**config.mk**
```make
export PLATFORM = sky130hd
export DESIGN_NAME = modcounter_flat
export DESIGN_NICKNAME = d
export VERILOG_FILES = /design/src/rtl/modcounter_pkg.sv /design/src/rtl/modcounter_if.sv /design/src/rtl/modcounter_prescaler.sv /design/src/rtl/modcounter.sv /design/src/flat_wrapper.sv
export SDC_FILE = /design/constraint.sdc
export NUM_CORES = 1
export LEC_CHECK = 0
export ABC_AREA = 0
export CORE_MARGIN = 3
export CORE_UTILIZATION = 45
export CTS_CLUSTER_DIAMETER = 30
export DETAILED_ROUTE_END_ITERATION = 16
export GPL_ROUTABILITY_DRIVEN = 0
export GPL_TIMING_DRIVEN = 0
export HOLD_SLACK_MARGIN = 0.15
export MAX_ROUTING_LAYER = met4
export PLACE_DENSITY = 0.8
export SLEW_MARGIN = 20
export SYNTH_ARGS = -nofsm -noshare
export SYNTH_HDL_FRONTEND = slang
export SYNTH_SLANG_ARGS = --single-unit
```
**constraint.sdc**
```tcl
create_clock -name clk_in -period 2.45 [get_ports clk_in]
set_input_delay 0.6125 -clock clk_in [delete_from_list [all_inputs] [get_ports clk_in]]
set_output_delay 0.6125 -clock clk_in [all_outputs]
set_load 0.02 [all_outputs]
```
**src/rtl/modcounter_pkg.sv**
```systemverilog
// Shared constants and helpers for the modcounter timebase/event counter.
// Optional build macro: MODCOUNTER_SATURATE_EN (saturate instead of wrapping).
package modcounter_pkg;

   localparam int DEF_WIDTH    = 8;
   localparam int DEF_MODULUS  = 256;
   localparam int DEF_PRESCALE = 1;

   localparam logic DIR_UP   = 1'b1;
   localparam logic DIR_DOWN = 1'b0;

   // Prescaler counter width; a single-cycle prescaler still keeps one bit.
   function automatic int presc_width(input int prescale);
      return (prescale <= 2) ? 1 : $clog2(prescale);
   endfunction

endpackage

```
**src/rtl/modcounter_if.sv**
```systemverilog
// Control/data bundle for modcounter; master drives controls, slave is the counter.
// Optional build macro affecting the counter: MODCOUNTER_SATURATE_EN.
interface modcounter_if #(
   parameter int WIDTH = 8
);
   logic             en_in;
   logic             up_in;
   logic             load_in;
   logic [WIDTH-1:0] load_data_in;
   logic [WIDTH-1:0] data_out;
   logic             tc_out;
   logic             wrap_out;

   modport master (
      output en_in, up_in, load_in, load_data_in,
      input  data_out, tc_out, wrap_out
   );

   modport slave (
      input  en_in, up_in, load_in, load_data_in,
      output data_out, tc_out, wrap_out
   );
endinterface

```
**src/rtl/modcounter_prescaler.sv**
```systemverilog
// Divides enabled cycles by PRESCALE into a single-cycle tick; holds while disabled.
// Unaffected by MODCOUNTER_SATURATE_EN.
module modcounter_prescaler
   import modcounter_pkg::*;
#(
   parameter int PRESCALE = DEF_PRESCALE
) (
   input  logic clk_in,
   input  logic rst_in,
   input  logic clr_in,
   input  logic en_in,
   output logic tick_out
);

   localparam int             CW   = presc_width(PRESCALE);
   localparam logic [CW-1:0]  LAST = CW'(PRESCALE - 1);

   logic [CW-1:0] cnt;

   // Tick is combinational so PRESCALE=1 steps on the same edge en_in is sampled.
   assign tick_out = en_in && (cnt == LAST);

   always_ff @(posedge clk_in) begin
      if (rst_in) begin
         cnt <= '0;
      end else if (clr_in) begin
         cnt <= '0;
      end else if (en_in) begin
         cnt <= tick_out ? '0 : cnt + 1'b1;
      end
   end

endmodule

```
**src/rtl/modcounter.sv**
```systemverilog
// Parametrised up/down modulo counter with prescaler, parallel load and wrap pulse.
// Build macro MODCOUNTER_SATURATE_EN: hold at the terminal value and never pulse wrap_out.
module modcounter
   import modcounter_pkg::*;
#(
   parameter int WIDTH    = DEF_WIDTH,
   parameter int MODULUS  = DEF_MODULUS,
   parameter int PRESCALE = DEF_PRESCALE
) (
   input  logic         clk_in,
   input  logic         rst_in,
   modcounter_if.slave  bus
);

   // MODULUS may be 2**WIDTH, so the limit is truncated to WIDTH bits (all-ones).
   localparam logic [WIDTH-1:0] MAX_VAL = WIDTH'(MODULUS - 1);
   localparam logic [WIDTH:0]   MOD_EXT = (WIDTH+1)'(MODULUS);

   logic             tick;
   logic             tc;
   logic [WIDTH-1:0] count;
   logic             wrap_q;
   logic [WIDTH-1:0] step_val;
   logic [WIDTH-1:0] load_val;
   logic             wrap_next;

   modcounter_prescaler #(
      .PRESCALE (PRESCALE)
   ) u_prescaler (
      .clk_in   (clk_in),
      .rst_in   (rst_in),
      .clr_in   (bus.load_in),
      .en_in    (bus.en_in),
      .tick_out (tick)
   );

   assign tc = (bus.up_in == DIR_UP) ? (count == MAX_VAL) : (count == '0);

   always_comb begin
      step_val  = count;
      wrap_next = 1'b0;
      load_val  = ({1'b0, bus.load_data_in} >= MOD_EXT) ? MAX_VAL : bus.load_data_in;
`ifdef MODCOUNTER_SATURATE_EN
      if (!tc) begin
         step_val = (bus.up_in == DIR_UP) ? count + 1'b1 : count - 1'b1;
      end
`else
      if (bus.up_in == DIR_UP) begin
         step_val = tc ? '0 : count + 1'b1;
      end else begin
         step_val = tc ? MAX_VAL : count - 1'b1;
      end
      wrap_next = tick & tc;
`endif
   end

   always_ff @(posedge clk_in) begin
      if (rst_in) begin
         count  <= '0;
         wrap_q <= 1'b0;
      end else if (bus.load_in) begin
         count  <= load_val;
         wrap_q <= 1'b0;
      end else begin
         if (tick) begin
            count <= step_val;
         end
         wrap_q <= wrap_next;
      end
   end

   assign bus.data_out = count;
   assign bus.tc_out   = tc;
   assign bus.wrap_out = wrap_q;

endmodule
```
**src/flat_wrapper.sv**
```systemverilog
// flat-port wrapper written by rule: the top's interface ports become plain ports
module modcounter_flat import modcounter_pkg::*;
#(
   parameter int WIDTH    = DEF_WIDTH,
   parameter int MODULUS  = DEF_MODULUS,
   parameter int PRESCALE = DEF_PRESCALE
)
  (clk_in, rst_in, bus_en_in, bus_up_in, bus_load_in, bus_load_data_in, bus_data_out, bus_tc_out, bus_wrap_out);
  modcounter_if #(.WIDTH(WIDTH)) bus_i ();
  input  logic clk_in;
  input  logic rst_in;
  input wire logic [$bits(bus_i.en_in)-1:0] bus_en_in;
  input wire logic [$bits(bus_i.up_in)-1:0] bus_up_in;
  input wire logic [$bits(bus_i.load_in)-1:0] bus_load_in;
  input wire logic [$bits(bus_i.load_data_in)-1:0] bus_load_data_in;
  output wire logic [$bits(bus_i.data_out)-1:0] bus_data_out;
  output wire logic [$bits(bus_i.tc_out)-1:0] bus_tc_out;
  output wire logic [$bits(bus_i.wrap_out)-1:0] bus_wrap_out;
  assign bus_i.en_in = bus_en_in;
  assign bus_i.up_in = bus_up_in;
  assign bus_i.load_in = bus_load_in;
  assign bus_i.load_data_in = bus_load_data_in;
  assign bus_data_out = bus_i.data_out;
  assign bus_tc_out = bus_i.tc_out;
  assign bus_wrap_out = bus_i.wrap_out;
  modcounter #(.WIDTH(WIDTH), .MODULUS(MODULUS), .PRESCALE(PRESCALE)) u_core (.clk_in(clk_in), .rst_in(rst_in), .bus(bus_i));
endmodule
```
==> results of run 1 <==
[final timing paths]
path | cells after the start | endpoint | startpoint | slack, ns
setup reg to reg | 7 | u_core.bus.data_out[1]$_SDFFE_PP0P_ | u_core.bus.data_out[1]$_SDFFE_PP0P_ | 0.42
hold / removal | 1 | u_core.u_prescaler.cnt$_SDFFE_PP0P_ | u_core.u_prescaler.cnt$_SDFFE_PP0P_ | 0.49
setup / recovery | 6 | bus_tc_out | u_core.bus.data_out[1]$_SDFFE_PP0P_ | -0.10
hold reg to reg | 1 | u_core.u_prescaler.cnt$_SDFFE_PP0P_ | u_core.u_prescaler.cnt$_SDFFE_PP0P_ | 0.49
[per-layer routing]
metal,vias to the layer above,routed length (um)
met4,0,16
met1,409,930
met5,-,0
met2,48,1096
met3,5,177
li1,439,-
[report_power, final]
group | internal, mW | switching, mW | leakage [nW] | total, mW
clock | 0.0903 | 0.0647 | 0.0210 | 0.155
sequential | 0.173 | 0.0125 | 0.0837 | 0.186
combinational | 0.0999 | 0.0943 | 0.308 | 0.194
total | 0.363 | 0.172 | 0.413 | 0.535
[stage by stage]
| step | utilization [%] | instance area, um^2 | setup TNS [ns] | instances | power [mW] |
|---|---|---|---|---|---|
| finish | 72.23 | 1126 | -0.1040 | 148 | 0.5349 |
| global route | 72.23 | 1126 | -0.1313 | 148 | 0.5644 |
| CTS | 72.23 | 1126 | -0.09840 | 148 | 0.5366 |
| detailed placement | 65.33 | 1018 | -0.9473 | 138 | 0.3609 |
| global placement | 65.33 | 1018 | -0.9404 | 138 | 0.3568 |
| floorplan | - | 778.2 | 0 | 100 | 0.2961 |
[what timing repair did]
item / in CTS / in global routing
setup buffers: 6 / 0
cloned: 0 / 0
gates resized for setup: 21 / 0
pin swaps: 3 / 0
endpoints found under the setup margin: 1 / 1
[synthesized netlist by cell type, types with 2 or more instances]
cell type and number:
dfxtp_1 10, nand2_1 10, o21ai_0 7, a21oi_1 6
clkbuf_1 5, inv_1 4, a211oi_1 3, nand2b_1 3
nor2_1 3, nor3_1 3, or2_2 3, a31oi_1 2
and2_1 2, ha_1 2, mux2i_1 2, nand3_1 2
nand4_1 2, nor2b_1 2, o22ai_1 2, o2bb2ai_1 2
o31a_1 2, o31ai_1 2, o41ai_1 2, or3_1 2
xnor2_1 2
[sequential cells by signal, summed over array words and instances (netlist names)]
name / count
u_core.bus.data_out: 8
u_core.u_prescaler.cnt: 1
u_core.bus.wrap_out: 1
[cell type report]
cell class / instances / area (um^2)
Buffer: 7 / 35.03
Tap cell: 16 / 20.02
Inverter: 4 / 20.02
Timing Repair Buffer: 28 / 261.5
Sequential cell: 10 / 207.7
Clock buffer: 4 / 36.28
Multi-Input combinational cell: 79 / 545.5
Fill cell: 120 / 432.9
[kinds of logic (layout without fill, tap and decap cells)]
family	Yosys count	after routing	share of synthesized area, %
mux	2	2	2.581
compound gates	34	34	29.84
flops	10	10	25.81
buf+inv	11	43	6.451
fa+ha+maj	2	2	3.225
xor+xnor	3	3	3.388
simple gates	38	38	28.71
==> summary.md, run 1 <==
| Metric | Value |
|---|---|
| Failing checks | `setup timing` |
| Area delta synth->final | `45.16%` |
| Post-synthesis cell type count | `40` |
| I/O pin cnt | `23` |
| Clk buf depth | `2` |
| Fin. max-slew vios | `0` |
| Top post-synthesis cells by area | `dfxtp_1, nand2_1, o21ai_0` |
| Busiest grt layer | `met2` |
| Full die area | `2258 um^2` |
| Global-route wire length before repair | `3657 um` |
| Max Fclk | `391.5 MHz` |
| Clock root cell | `clkbuf_4` |
| GR Layer Usage met2 | `39.57%` |
| Final setup margin | `-0.1040 ns` |
| Max cap viols | `0` |
| DP HPWL | `1497 um` |
| Crit share post-route | `104.2%` |
| Drt total wl | `2220 um` |
| DR pass1 iterations | `4` |
| Syn Nets | `115` |
| Core area | `1559 um^2` |
| H-Tree Depth | `1` |
| RSZ-0062 raised after global routing | `yes` |
| Yosys top cell area share | `25.81%` |
| Number of global-route vias before repair | `812` |
| Synthesized instance count | `100` |
| Commonest non-fill, non-tap cells in the layout | `clkdlybuf4s50_1, nand2_1, dfxtp_1` |
| Worst setup path class | `flip-flop to primary output` |
| DRT antenna net count | `0` |
| Sequential area share after synthesis | `25.81%` |
| # setup viols final | `1` |
| Rel. slew slack | `68.03%` |
| Initial Util | `49.76%` |
| Clock Sinks | `10` |
| Pin count of the biggest net entering global routing | `11` |
| CP max-delay cell | `or4_4` |
| # nets final | `148` |
| Pleak | `0.4128 nW` |
| Count of input and output buffers | `22` |
| Antenna cells | `0` |
| GR Util met1 | `29.24%` |
| Crit path largest cell delay | `0.47 ns` |
| Crit path buffers/inverters | `2` |
| Post-synth EDFFs | `0` |
| Initial antenna violation count | `0` |
| Vias per cell | `6.088` |
| Place WS | `-0.9473 ns` |
| Worst-path cell chain | `inv_4 -> ha_4 -> or4b_4 -> or4_4 -> nand2b_4 -> buf_6` |
| Min-Delay Path Class | `flip-flop to flip-flop` |
| Outcome | `finished with violations` |
| Worst hold margin | `0.4939 ns` |
| Critical path peak fanout | `2` |
| Asr flop ratio synth | `0%` |
| Final Hold Viols | `0` |
| Die Y | `47.52 um` |
| Critical path's top delay family | `simple AND/OR/NAND/NOR gates` |
| Minimum clock period | `2.554 ns` |
| Arr. time, crit path | `1.94 ns` |
| Hold Buf Count CTS | `0` |
| Synthesized area | `775.7 um^2` |
| DRC | `0` |
| Synth area leader | `dfxtp_1` |
| Site row count | `14` |
| CTS tree | `done` |
| Yosys warns | `0` |
| Tot GR Track Use | `23.80%` |
| Critical Path RT | `1.84 ns` |
| Worst-Margin Slew | `0.4796 ns` |
| Most common cell after layout, fill and taps aside | `clkdlybuf4s50_1` |
| WL/cell | `15.00 um` |
| Average cell area after synthesis | `7.757 um^2` |
| Worst-case clock skew | `0.007132 ns` |
| CTS buffer count | `3` |
| Grt ovf | `0` |
| Worst-case vdd ir drop | `0.4161 mV` |
| Power Dens Cells | `475.0 nW/um^2` |
| Layout cells sized above 1 | `21.21%` |
| M3 GR Usage | `3.383%` |
| DRC marker count from the first detailed-route iteration | `45` |
| Worst-skew pair later-pin latency | `0.27 ns` |
| Crit start category | `flip-flop` |
| Critical path capture point type | `primary output` |
| Clk pin slew, worst setup/hold paths | `0.08 ns` |
| Vias post-DR | `901` |
| Die width | `47.52 um` |
| Most used DFF post-synth | `dfxtp_1` |
| FF+latch count, synth | `10` |
Note: power is estimated with default switching activity, not from simulation.
==> inputs of run 2 (changes only) <==
CORE_MARGIN = 5   (was 3)
CTS_CLUSTER_DIAMETER = 150   (was 30)
==> summary.md, run 2 (synthesis results as in run 1) <==
| Metric | Value |
|---|---|
| Outcome | `finished with violations` |
| Failing checks | `setup timing` |
| Placed cells | `139 (+0.72%)` |
| DRC marker count from the first detailed-route iteration | `17 (-62%)` |
| Tot GR Track Use | `19.44% (-4.4 points)` |
| Worst-skew pair later-pin latency | `0.27 ns (about the same)` |
| Sw Pwr | `169.0 uW (-1.5%)` |
| WL/cell | `15.16 um (+1.1%)` |
| Minimum clock period | `2.562 ns (+0.008322 ns)` |
| Worst-Margin Slew | `0.4818 ns (+0.002213 ns)` |
| Worst-case clock skew | `0.006583 ns (-0.0005493 ns)` |
| Int Power | `331.4 uW (-8.8%)` |
| Vias post-DR | `909 (+0.89%)` |
| Grt ovf | `0 (unchanged)` |
| Die Y | `51.52 um (+8.4%)` |
| Initial Util | `45.93% (-3.8 points)` |
| Pleak | `0.4106 nW (-0.55%)` |
| Clock Sinks | `10 (unchanged)` |
| Comb power frac | `39.0% (+2.7 points)` |
| Final Hold Viols | `0 (unchanged)` |
| Power Dens Cells | `446.4 nW/um^2 (-6.0%)` |
| Crit path largest cell delay | `0.46 ns (about the same)` |
| Commonest non-fill, non-tap cells in the layout | `clkdlybuf4s50_1, nand2_1, dfxtp_1` |
| Area delta synth->final | `44.52%` |
| Max FFs per register | `8 (unchanged)` |
| Clk buf depth | `2 (unchanged)` |
| DR pass1 iterations | `6 (+2)` |
| Hold Buf Count CTS | `0 (unchanged)` |
| I/O pin cnt | `23 (unchanged)` |
| Vias per cell | `6.101 (+0.21%)` |
| Die width | `51.52 um (+8.4%)` |
| Clk pin slew, worst setup/hold paths | `0.07 ns (about the same)` |
| Worst-path cell chain | `inv_4 -> ha_4 -> or4b_4 -> or4_4 -> nand2b_4 -> buf_6` |
| Critical path capture point type | `primary output` |
| Max cap viols | `0 (unchanged)` |
| Worst-case vdd ir drop | `0.2819 mV (-32%)` |
| Count of input and output buffers | `22 (unchanged)` |
| Drt total wl | `2259 um (+1.8%)` |
| Most common cell after layout, fill and taps aside | `clkdlybuf4s50_1` |
| CTS buffer count | `3 (unchanged)` |
| # setup viols final | `1 (unchanged)` |
| Worst setup path class | `flip-flop to primary output` |
| # nets final | `149 (+0.68%)` |
| Switching share of power | `33.78% (+1.7 points)` |
| Total Power | `500.4 uW (-6.5%)` |
| Critical Path RT | `1.84 ns (about the same)` |
| Arr. time, crit path | `1.95 ns (about the same)` |
| Core area | `1689 um^2 (+8.3%)` |
| DRT antenna net count | `0 (unchanged)` |
| DRC | `0 (unchanged)` |
| Crit start category | `flip-flop` |
| CP max-delay cell | `or4_4` |
| Final Non-Filler Cells | `149 (+0.68%)` |
| RSZ-0062 raised after global routing | `yes` |
| DP HPWL | `1577 um (+5.3%)` |
| Global-route wire length before repair | `3822 um (+4.5%)` |
| Flop pwr share | `37.1% (+2.4 points)` |
| Clk pwr share | `23.9% (-5.1 points)` |
| Fin. max-slew vios | `0 (unchanged)` |
| Fillers | `145 (+21%)` |
| Initial antenna violation count | `0 (unchanged)` |
| Clock root cell | `clkbuf_4` |
| Full die area | `2654 um^2 (+18%)` |
| Min-Delay Path Class | `flip-flop to flip-flop` |
| Final setup margin | `-0.1123 ns (-0.008322 ns)` |
| CTS tree | `done` |
| Pin count of the biggest net entering global routing | `11 (unchanged)` |
| Critical path peak fanout | `3 (+1)` |
| Rel. slew slack | `67.88% (-0.15 points)` |
| H-Tree Depth | `1 (unchanged)` |
| Antenna cells | `0 (unchanged)` |
| Site row count | `15 (+1)` |
| Crit share post-route | `104.6% (+0.34 points)` |
| Max Fclk | `390.3 MHz (-0.32%)` |
| Layout cells sized above 1 | `21.21% (unchanged)` |
| Number of global-route vias before repair | `877 (+8.0%)` |
-- run 2: power by group through the flow --
stage	Clock (mW)	Sequential (mW)	Combinational (mW)
6_report	0.119	0.186	0.195
5_1_grt	0.127	0.188	0.211
4_1_cts	0.119	0.185	0.191
3_5_place_dp	0	0.191	0.170
3_3_place_gp	0	0.191	0.167
2_1_floorplan	0	0.202	0.0942
-- run 2: metrics by stage --
stage	worst slack [ns]	TNS [ns]	hold slack [ns]	cell area (um^2)	util, %
2_1_floorplan	0.03706	0	0.4677	778.2	-
3_5_place_dp	-0.9579	-0.9709	0.4894	1020	60.37
4_1_cts	-0.09066	-0.09066	0.4992	1119	66.22
6_report	-0.1123	-0.1123	0.4982	1121	66.37
5_1_grt	-0.1434	-0.1434	0.5376	1121	66.37
3_3_place_gp	-0.9338	-0.9338	0.4767	1020	60.37
-- run 2: final timing paths --
kind              slack (ns)  cells past startpoint                                  end                           startpoint
setup reg to reg        0.37                      8  u_core.bus.data_out[5]$_SDFFE_PP0P_  u_core.bus.data_out[1]$_SDFFE_PP0P_
hold / removal          0.50                      1  u_core.u_prescaler.cnt$_SDFFE_PP0P_  u_core.u_prescaler.cnt$_SDFFE_PP0P_
setup / recovery       -0.11                      6                           bus_tc_out  u_core.bus.data_out[1]$_SDFFE_PP0P_
hold reg to reg         0.50                      1  u_core.u_prescaler.cnt$_SDFFE_PP0P_  u_core.u_prescaler.cnt$_SDFFE_PP0P_
-- run 2: worst max-delay path, delay by kind of cell (launching register included) --
family,cells,cell delay [ns]
DFF,1,0.36
and+or+nand+nor,3,1.01
adders and majority gates,1,0.13
buffers and inverters,2,0.17
-- run 2: repair_timing --
| action | 4_1_cts | 5_1_grt |
|---|---|---|
| pin swaps | 3 | 0 |
| gates resized for setup | 20 | 1 |
| endpoints found under the hold margin | 0 | 0 |
| buffers inserted | 7 | 0 |
| endpoints found under the setup margin | 1 | 1 |
-- run 2: per-layer routing --
metal	vias to the layer above	global-route usage [%]	share of wire (%)
li1	437	-	-
met1	420	24.91	44
met2	43	30.51	47
met3	9	3.152	7.1
met4	0	7.860	2.0
met5	-	-	0
-- run 2: final cells by class --
| type | instances | area [um^2] | share of cell area [%] |
|---|---|---|---|
| Multi-Input combinational cell | 79 | 545.5 | 48.66 |
| Timing Repair Buffer | 29 | 269.0 | 24.00 |
| Sequential cell | 10 | 207.7 | 18.53 |
| Buffer | 7 | 35.03 | 3.125 |
| Clock buffer | 3 | 22.52 | 2.009 |
| Tap cell | 17 | 21.27 | 1.897 |
| Inverter | 4 | 20.02 | 1.786 |
==> inputs of run 3 (changes only) <==
CAP_MARGIN = 10   (was unset)
GPL_ROUTABILITY_DRIVEN = unset   (was 0)
==> results of run 3 <==
Final layout, timing and power as in run 2 (identical DEF).
